<file path="src/rtl/token_rcv_ctrl_pkg.sv">
// Shared types and constants for the token receive controller.
// Holds the FSM state encoding, token PID values and CRC5 parameters.
package token_rcv_ctrl_pkg;

  typedef enum logic [2:0] {
    IDLE     = 3'd0,
    GET_B1   = 3'd1,
    SHIFT1   = 3'd2,
    GET_B2   = 3'd3,
    SHIFT2   = 3'd4,
    WAIT_EOP = 3'd5,
    CHECK    = 3'd6,
    IGNORE   = 3'd7
  } state_e;

  localparam logic [3:0] PID_OUT   = 4'b0001;
  localparam logic [3:0] PID_IN    = 4'b1001;
  localparam logic [3:0] PID_SOF   = 4'b0101;
  localparam logic [3:0] PID_SETUP = 4'b1101;

  localparam logic [4:0] CRC5_INIT     = 5'b11111;
  localparam logic [4:0] CRC5_POLY     = 5'b00101;
  localparam logic [4:0] CRC5_RESIDUAL = 5'b01100;

  // Upper nibble of a PID byte is the one's complement of the lower nibble.
  function automatic logic pid_check_ok(input logic [7:0] pid_byte);
    return pid_byte[7:4] == ~pid_byte[3:0];
  endfunction

  function automatic logic is_token_pid(input logic [3:0] pid);
    return (pid == PID_OUT) || (pid == PID_IN) || (pid == PID_SOF) || (pid == PID_SETUP);
  endfunction

endpackage

</file>
<file path="src/rtl/token_rcv_ctrl_if.sv">
// Byte-stream input and decoded-token output bundle of the token receiver.
// master drives the byte stream, slave is the receiver itself.
interface token_rcv_ctrl_if;

  logic       byte_valid;
  logic [7:0] rcv_byte;
  logic       eop;
  logic       token_valid;
  logic       token_err;
  logic [3:0] token_pid;
  logic [6:0] token_addr;
  logic [3:0] token_endp;
  logic       busy;

  modport master (
    output byte_valid, rcv_byte, eop,
    input  token_valid, token_err, token_pid, token_addr, token_endp, busy
  );

  modport slave (
    input  byte_valid, rcv_byte, eop,
    output token_valid, token_err, token_pid, token_addr, token_endp, busy
  );

endinterface

</file>
<file path="src/rtl/token_rcv_ctrl_crc5_serial.sv">
// Bit-serial CRC5 (x^5 + x^2 + 1), one bit per enabled cycle.
// init has priority over shift_en; reset clears the register to zero.
module crc5_serial
  import token_rcv_ctrl_pkg::*;
(
  input  logic       clk,
  input  logic       rst,
  input  logic       init,
  input  logic       shift_en,
  input  logic       din,
  output logic [4:0] crc
);

  logic [4:0] crc_q, crc_d;
  logic       fb;

  always_comb begin
    fb    = din ^ crc_q[4];
    crc_d = crc_q;
    if (init) begin
      crc_d = CRC5_INIT;
    end else if (shift_en) begin
      crc_d = {crc_q[3:0], 1'b0} ^ (fb ? CRC5_POLY : 5'b00000);
    end
  end

  always_ff @(posedge clk or posedge rst) begin
    if (rst) begin
      crc_q <= '0;
    end else begin
      crc_q <= crc_d;
    end
  end

  assign crc = crc_q;

endmodule

</file>
<file path="src/rtl/token_rcv_ctrl.sv">
// Token packet receiver: checks PID, captures addr/endp, verifies CRC5.
// state    | meaning
// IDLE     | waiting for a PID byte
// GET_B1   | waiting for addr / endp[0] byte
// SHIFT1   | feeding byte 2 through the CRC, 8 cycles
// GET_B2   | waiting for endp[3:1] / CRC byte
// SHIFT2   | feeding byte 3 through the CRC, 8 cycles
// WAIT_EOP | all bits in, waiting for end of packet
// CHECK    | compare CRC against the residual, issue result
// IGNORE   | dropping bytes until end of packet
module token_rcv_ctrl
  import token_rcv_ctrl_pkg::*;
(
  input logic              clk,
  input logic              rst,
  token_rcv_ctrl_if.slave  bus
);

  state_e     state_q, state_d;
  logic [2:0] bit_cnt_q, bit_cnt_d;
  logic [7:0] shreg_q, shreg_d;
  logic       eop_seen_q, eop_seen_d;
  logic       valid_q, valid_d;
  logic       err_q, err_d;
  logic [3:0] pid_q, pid_d;
  logic [6:0] addr_q, addr_d;
  logic [3:0] endp_q, endp_d;
  logic       crc_init, crc_shift, crc_din, eop_now;
  logic [4:0] crc;

  crc5_serial u_crc (
    .clk      (clk),
    .rst      (rst),
    .init     (crc_init),
    .shift_en (crc_shift),
    .din      (crc_din),
    .crc      (crc)
  );

  // Byte is held still; the counter selects the bit, LSB first.
  assign crc_din = shreg_q[bit_cnt_q];
  assign eop_now = eop_seen_q | bus.eop;

  always_comb begin
    state_d    = state_q;
    bit_cnt_d  = bit_cnt_q;
    shreg_d    = shreg_q;
    eop_seen_d = eop_seen_q;
    valid_d    = 1'b0;
    err_d      = 1'b0;
    pid_d      = pid_q;
    addr_d     = addr_q;
    endp_d     = endp_q;
    crc_init   = 1'b0;
    crc_shift  = 1'b0;

    unique case (state_q)
      IDLE: begin
        eop_seen_d = 1'b0;
        bit_cnt_d  = '0;
        if (bus.byte_valid) begin
          if (!pid_check_ok(bus.rcv_byte)) begin
            err_d   = 1'b1;
            state_d = IGNORE;
          end else if (is_token_pid(bus.rcv_byte[3:0])) begin
            pid_d    = bus.rcv_byte[3:0];
            crc_init = 1'b1;
            state_d  = GET_B1;
          end else begin
            state_d = IGNORE;
          end
        end
      end
      GET_B1: begin
        if (bus.eop) begin
          err_d   = 1'b1;
          state_d = IDLE;
        end else if (bus.byte_valid) begin
          addr_d    = bus.rcv_byte[6:0];
          endp_d[0] = bus.rcv_byte[7];
          shreg_d   = bus.rcv_byte;
          bit_cnt_d = '0;
          state_d   = SHIFT1;
        end
      end
      SHIFT1: begin
        crc_shift = 1'b1;
        bit_cnt_d = bit_cnt_q + 3'd1;
        if (bus.eop) begin
          err_d     = 1'b1;
          bit_cnt_d = '0;
          state_d   = IDLE;
        end else if (bus.byte_valid) begin
          err_d     = 1'b1;
          bit_cnt_d = '0;
          state_d   = IGNORE;
        end else if (bit_cnt_q == 3'd7) begin
          state_d = GET_B2;
        end
      end
      GET_B2: begin
        if (bus.eop) begin
          err_d   = 1'b1;
          state_d = IDLE;
        end else if (bus.byte_valid) begin
          endp_d[3:1] = bus.rcv_byte[2:0];
          shreg_d     = bus.rcv_byte;
          bit_cnt_d   = '0;
          state_d     = SHIFT2;
        end
      end
      SHIFT2: begin
        crc_shift  = 1'b1;
        bit_cnt_d  = bit_cnt_q + 3'd1;
        eop_seen_d = eop_now;
        if (bus.byte_valid) begin
          err_d     = 1'b1;
          bit_cnt_d = '0;
          state_d   = eop_now ? IDLE : IGNORE;
        end else if (bit_cnt_q == 3'd7) begin
          state_d = eop_now ? CHECK : WAIT_EOP;
        end
      end
      WAIT_EOP: begin
        if (bus.byte_valid) begin
          err_d   = 1'b1;
          state_d = bus.eop ? IDLE : IGNORE;
        end else if (bus.eop) begin
          state_d = CHECK;
        end
      end
      CHECK: begin
        if (crc == CRC5_RESIDUAL) begin
          valid_d = 1'b1;
        end else begin
          err_d = 1'b1;
        end
        state_d = IDLE;
      end
      IGNORE: begin
        if (bus.eop) begin
          state_d = IDLE;
        end
      end
      default: state_d = IDLE;
    endcase
  end

  always_ff @(posedge clk or posedge rst) begin
    if (rst) begin
      state_q    <= IDLE;
      bit_cnt_q  <= '0;
      shreg_q    <= '0;
      eop_seen_q <= 1'b0;
      valid_q    <= 1'b0;
      err_q      <= 1'b0;
      pid_q      <= '0;
      addr_q     <= '0;
      endp_q     <= '0;
    end else begin
      state_q    <= state_d;
      bit_cnt_q  <= bit_cnt_d;
      shreg_q    <= shreg_d;
      eop_seen_q <= eop_seen_d;
      valid_q    <= valid_d;
      err_q      <= err_d;
      pid_q      <= pid_d;
      addr_q     <= addr_d;
      endp_q     <= endp_d;
    end
  end

  assign bus.token_valid = valid_q;
  assign bus.token_err   = err_q;
  assign bus.token_pid   = pid_q;
  assign bus.token_addr  = addr_q;
  assign bus.token_endp  = endp_q;
  assign bus.busy        = (state_q != IDLE);

endmodule

</file>
<file path="src/flat_wrapper.sv">
// flat-port wrapper written by rule: the top's interface ports become plain ports
module token_rcv_ctrl_flat import token_rcv_ctrl_pkg::*;
  (clk, rst, bus_byte_valid, bus_rcv_byte, bus_eop, bus_token_valid, bus_token_err, bus_token_pid, bus_token_addr, bus_token_endp, bus_busy);
  token_rcv_ctrl_if bus_i ();
  input logic clk;
  input logic rst;
  input wire logic [$bits(bus_i.byte_valid)-1:0] bus_byte_valid;
  input wire logic [$bits(bus_i.rcv_byte)-1:0] bus_rcv_byte;
  input wire logic [$bits(bus_i.eop)-1:0] bus_eop;
  output wire logic [$bits(bus_i.token_valid)-1:0] bus_token_valid;
  output wire logic [$bits(bus_i.token_err)-1:0] bus_token_err;
  output wire logic [$bits(bus_i.token_pid)-1:0] bus_token_pid;
  output wire logic [$bits(bus_i.token_addr)-1:0] bus_token_addr;
  output wire logic [$bits(bus_i.token_endp)-1:0] bus_token_endp;
  output wire logic [$bits(bus_i.busy)-1:0] bus_busy;
  assign bus_i.byte_valid = bus_byte_valid;
  assign bus_i.rcv_byte = bus_rcv_byte;
  assign bus_i.eop = bus_eop;
  assign bus_token_valid = bus_i.token_valid;
  assign bus_token_err = bus_i.token_err;
  assign bus_token_pid = bus_i.token_pid;
  assign bus_token_addr = bus_i.token_addr;
  assign bus_token_endp = bus_i.token_endp;
  assign bus_busy = bus_i.busy;
  token_rcv_ctrl u_core (.clk(clk), .rst(rst), .bus(bus_i));
endmodule
</file>
<file path="config.mk">
export PLATFORM = sky130hd
export DESIGN_NAME = token_rcv_ctrl_flat
export DESIGN_NICKNAME = d
export VERILOG_FILES = /design/src/rtl/token_rcv_ctrl_pkg.sv /design/src/rtl/token_rcv_ctrl_if.sv /design/src/rtl/token_rcv_ctrl_crc5_serial.sv /design/src/rtl/token_rcv_ctrl.sv /design/src/flat_wrapper.sv
export SDC_FILE = /design/constraint.sdc
export NUM_CORES = 1
export LEC_CHECK = 0
export CAP_MARGIN = 0
export CORE_AREA = 3 3 100 78
export DETAILED_ROUTE_END_ITERATION = 10
export DIE_AREA = 0 0 103 81
export GPL_TIMING_DRIVEN = 0
export SETUP_SLACK_MARGIN = 0.1
export SYNTH_ARGS = -nofsm -noshare
export SYNTH_HDL_FRONTEND = slang
export SYNTH_SLANG_ARGS = --single-unit
</file>
<file path="constraint.sdc">
create_clock -name clk -period 2.6 [get_ports clk]
set_clock_uncertainty 0.15 [all_clocks]
set_input_delay 0.78 -clock clk [delete_from_list [all_inputs] [get_ports clk]]
set_output_delay 0.78 -clock clk [all_outputs]
set_load 0.01 [all_outputs]
</file>
==> flow_summary.html <==
<table>
<tr><th>Metric</th><th>Value</th></tr>
<tr><th colspan="2">STA</th></tr>
<tr><td>Final hold violation count</td><td>0</td></tr>
<tr><td>WHS</td><td>0.317 ns</td></tr>
<tr><td>Unrepaired setup endpoints after global routing</td><td>true</td></tr>
<tr><td>Number of pins exceeding their max-slew limit in the final report</td><td>0</td></tr>
<tr><td>Final setup viols</td><td>0</td></tr>
<tr><td>Slew at the pin with the worst max-slew slack</td><td>0.797 ns</td></tr>
<tr><td>Setup tns final</td><td>0 ns</td></tr>
<tr><td>Slew margin rel.</td><td>0.468</td></tr>
<tr><td>Achievable frequency</td><td>0.407 GHz</td></tr>
<tr><td>Minimum clock period</td><td>2.46 ns</td></tr>
<tr><td>Post-route fraction of the period consumed by the critical path</td><td>0.946</td></tr>
<tr><th colspan="2">Hold path</th></tr>
<tr><td>Hold Path Origin</td><td>u_core.bus.token_pid[0]$_DFFE_PP0P_</td></tr>
<tr><td>Min-Delay Path Depth</td><td>1</td></tr>
<tr><td>Hold-critical path endpoint</td><td>u_core.bus.token_pid[0]$_DFFE_PP0P_</td></tr>
<tr><td>Worst hold path type</td><td>register to register</td></tr>
<tr><th colspan="2">Route</th></tr>
<tr><td>Number of detailed-routing iterations run before antenna repair</td><td>4</td></tr>
<tr><td>Initial detailed-routing violation count</td><td>87</td></tr>
<tr><td>Via total after detailed routing</td><td>1396</td></tr>
<tr><td>Number of DRC violations after detailed routing</td><td>0</td></tr>
<tr><td>Total routed wirelength</td><td>4.35 mm</td></tr>
<tr><td>Via-to-Cell Ratio</td><td>4.90</td></tr>
<tr><td>Average detailed-routed wire length per instance</td><td>15.3 um</td></tr>
<tr><td>Antenna-violating nets left</td><td>0</td></tr>
<tr><th colspan="2">Cells and area</th></tr>
<tr><td>Antenna cell count</td><td>0</td></tr>
<tr><td>Area added between synthesis and finish</td><td>27.5%</td></tr>
<tr><td>Most common library cell in the layout ignoring fill and taps</td><td>dfrtp_1</td></tr>
<tr><td>Cell Count, Final, Fillers Out</td><td>285</td></tr>
<tr><td>Layout filler cell count</td><td>705</td></tr>
<tr><td>Final std cell area, no fill</td><td>0.00247 mm2</td></tr>
<tr><td>Post-Route Utilization</td><td>0.361</td></tr>
<tr><td>Fraction of layout instances using a drive strength above 1</td><td>0.279</td></tr>
<tr><td>Most frequent cells in the layout</td><td>dfrtp_1 (37), clkdlybuf4s50_1 (27), mux2_2 (23), nor2_1 (13), a21oi_1 (9)</td></tr>
<tr><td>Net count of the finished layout</td><td>217</td></tr>
<tr><th colspan="2">Clocking</th></tr>
<tr><td>Maximum clock path buffer count</td><td>2</td></tr>
<tr><td>CTS H-tree lvls</td><td>2</td></tr>
<tr><td>Count of hold buffers inserted by post-cts repair</td><td>0</td></tr>
<tr><td>CTS Buf Count</td><td>5</td></tr>
<tr><td>CTS sink count</td><td>37</td></tr>
<tr><td>Insertion delay to the later sink of the worst-skew pair</td><td>0.30 ns</td></tr>
<tr><td>CTS tree</td><td>done</td></tr>
<tr><td>Clock Root Buffer</td><td>clkbuf_8</td></tr>
<tr><td>Clock-pin slew on the worst setup and hold paths</td><td>0.08 ns</td></tr>
<tr><th colspan="2">Critical path</th></tr>
<tr><td>Slowest cell delay on critical path</td><td>0.52 ns</td></tr>
<tr><td>Master of the slowest instance on the critical path</td><td>clkdlybuf4s50_1</td></tr>
<tr><td>Reg-to-Reg Start</td><td>u_core.bit_cnt_q[0]$_DFFE_PP0P_</td></tr>
<tr><td>Worst setup EP type</td><td>register</td></tr>
<tr><td>Total buffers and inverters traversed by the critical path</td><td>3</td></tr>
<tr><td>Worst setup path startpoint</td><td>bus_byte_valid</td></tr>
<tr><td>CP Launch Type</td><td>primary input</td></tr>
<tr><td>Critical path cell sequence</td><td>clkdlybuf4s50_1 -&gt; buf_6 -&gt; inv_2 -&gt; ha_1 -&gt; o21ba_2 -&gt; o21ai_0 -&gt; o31ai_1 -&gt; mux2_2</td></tr>
<tr><td>Worst-path maximum fanout</td><td>10</td></tr>
<tr><td>Class of the most critical setup path</td><td>primary input to register</td></tr>
<tr><td>FF-to-FF End</td><td>u_core.state_q[0]$_DFFE_PP0P_</td></tr>
<tr><td>Reg2reg setup slack</td><td>0.50 ns</td></tr>
<tr><td>Data required time at the worst endpoint</td><td>2.64 ns</td></tr>
<tr><td>Count of cells along the worst register-to-register path</td><td>6</td></tr>
<tr><td>Worst path arrival time</td><td>2.49 ns</td></tr>
<tr><td>Largest delay share family, worst path</td><td>buffers and inverters</td></tr>
<tr><th colspan="2">Synth</th></tr>
<tr><td>Net Count, Synth</td><td>180</td></tr>
<tr><td>Dominant synthesized flop cell</td><td>dfrtp_1</td></tr>
<tr><td>Synthesized area per cell</td><td>11.9 um2</td></tr>
<tr><td>EDFF count, synth</td><td>0</td></tr>
<tr><td>Post-Syn Area</td><td>0.00193 mm2</td></tr>
<tr><td>Library cells used by synthesis</td><td>45</td></tr>
<tr><td>Cell count after synthesis</td><td>163</td></tr>
<tr><td>Sequential cell area fraction in the yosys report</td><td>0.479</td></tr>
<tr><td>Async set-reset flop share out of synthesis</td><td>1.00</td></tr>
<tr><td>Synthesis-stage register bit count</td><td>37</td></tr>
<tr><td>Synthesis warning total</td><td>0</td></tr>
<tr><th colspan="2">Pwr</th></tr>
<tr><td>Worst vdd ir</td><td>341 uV</td></tr>
<tr><td>Logic pwr share</td><td>0.498</td></tr>
<tr><td>Clock network fraction of total power</td><td>0.153</td></tr>
<tr><td>Leakage</td><td>0.00102 uW</td></tr>
<tr><td>Switching power as a share of total power</td><td>0.377</td></tr>
<tr><td>Total net switching power</td><td>1030 uW</td></tr>
<tr><td>Proportion of power drawn by flip-flops and latches</td><td>0.348</td></tr>
<tr><td>Cell Int Power</td><td>1700 uW</td></tr>
<tr><td>Power per unit of standard cell area</td><td>1110 mW/mm2</td></tr>
<tr><th colspan="2">Global route</th></tr>
<tr><td>Antenna violations before repair</td><td>0</td></tr>
<tr><td>Vias in the first global route</td><td>1370</td></tr>
<tr><td>Global-route usage over all layers</td><td>0.112</td></tr>
<tr><td>Largest net degree at the start of global routing</td><td>38</td></tr>
<tr><td>Sum of overflow across all layers after global routing</td><td>0</td></tr>
<tr><td>First-pass GRT wire length</td><td>7.04 mm</td></tr>
<tr><th colspan="2">Die</th></tr>
<tr><td>Boundary Pins</td><td>30</td></tr>
<tr><td>Initial standard-cell utilization of the core</td><td>0.283</td></tr>
<tr><td>Height of the die</td><td>81 um</td></tr>
<tr><td>Die Span X</td><td>103 um</td></tr>
<tr><td>Core box area</td><td>0.00683 mm2</td></tr>
<tr><td>Count of standard-cell rows</td><td>26</td></tr>
<tr><td>Die area</td><td>0.00834 mm2</td></tr>
<tr><th colspan="2">Placement</th></tr>
<tr><td>IO buf count</td><td>28</td></tr>
<tr><td>HPWL reported at the end of detailed placement</td><td>2.94 mm</td></tr>
<tr><td>Post-DP Area</td><td>0.00232 mm2</td></tr>
<tr><td>RD Place Congestion</td><td>0.911</td></tr>
<tr><td>Number of cells in the design after placement</td><td>275</td></tr>
<tr><th colspan="2">Run status</th></tr>
<tr><td>Status</td><td>complete, no violations</td></tr>
<tr><th colspan="2">Job</th></tr>
<tr><td>Max-cap check violation count</td><td>0</td></tr>
</table>
synthesized netlist by cell type (2+ instances only):
library cell   n  area share
a21oi_1        9       0.023
a22o_1         2      0.0091
a22oi_1        2      0.0078
buf_2          7       0.018
dfrtp_1       37        0.48
ha_1           5       0.032
inv_1          6       0.012
mux2_2        23        0.13
mux4_1         2       0.027
nand2_1        3      0.0058
nand2b_1       4       0.013
nor2_1        13       0.025
nor3_1         9       0.023
o22ai_1        3      0.0097
xnor2_1        7       0.032
xor2_1         2      0.0091
state kept, by name, summed over array words and instances, names as in the netlist:
name	cells
u_core.bus.token_valid	1
u_core.eop_seen_q	1
u_core.shreg_q	8
u_core.bus.token_addr	7
u_core.bit_cnt_q	3
u_core.state_q	3
u_core.bus.token_endp	4
u_core.u_crc.crc	5
u_core.bus.token_err	1
u_core.bus.token_pid	4
power groups by stage:
stage,Combinational [uW],Sequential [uW],Clock (uW)
floorplan,874,979,0
global placement,1300,954,0
detailed placement,1310,965,0
CTS,1350,954,436
global route,1490,985,472
finish,1360,952,419
per-layer routing:
| layer | GRT usage | wire (um) | vias to the layer above |
|---|---|---|---|
| met5 | 0 | 0 | - |
| met4 | 0.0349 | 44 | 0 |
| met3 | 0.0369 | 261 | 6 |
| met2 | 0.161 | 1940 | 35 |
| met1 | 0.159 | 2110 | 688 |
| li1 | - | - | 667 |
cell families after synthesis:
kind of cell	share of synthesized area
flops	0.479
xor+xnor	0.0408
buf+inv	0.0356
fa+ha+maj	0.0323
mux	0.173
simple gates	0.125
compound gates	0.115
layout make-up:
type	instances	area, um2	area share
Buffer	8	48.8	0.0198
Clock buffer	5	68.8	0.0279
Clock inverter	3	21.3	0.00863
Inverter	7	26.3	0.0107
Multi-Input combinational cell	111	963	0.391
Sequential cell	37	926	0.375
Tap cell	84	105	0.0426
Timing Repair Buffer	30	307	0.124
how the worst max path moves through the flow:
stage | cells after the start | to | slack, ns
6_report | 8 | u_core.state_q[0]$_DFFE_PP0P_ | 0.14
5_1_grt | 8 | u_core.state_q[0]$_DFFE_PP0P_ | 0.1
4_1_cts | 8 | u_core.state_q[0]$_DFFE_PP0P_ | 0.15
3_5_place_dp | 5 | u_core.bus.token_addr[4]$_DFFE_PP0P_ | -0.30
3_3_place_gp | 5 | u_core.bus.token_addr[0]$_DFFE_PP0P_ | -0.25
2_1_floorplan | 8 | u_core.state_q[0]$_DFFE_PP0P_ | 0.40
per-stage QoR:
| step | total power (uW) | setup WS (ns) |
|---|---|---|
| after detailed placement | 2280 | -0.299 |
| final | 2730 | 0.141 |
| after global placement | 2250 | -0.249 |
| after CTS | 2740 | 0.149 |
| after floorplan | 1850 | 0.400 |
| after global routing | 2950 | 0.0980 |
worst register-to-register path, delay by kind of cell, from the launching register on:
family,cells,cell delay (ns)
muxes,1,0.30
AOI/OAI and AO/OA,3,0.69
adders and majority gates,2,0.40
DFF,1,0.45
what timing repair did:
action	4_1_cts	5_1_grt
resized for setup	4	4
setup endpoints to repair	11	3
pin swaps	2	0
setup buffers	2	0
(Power assumes the default switching activity.)
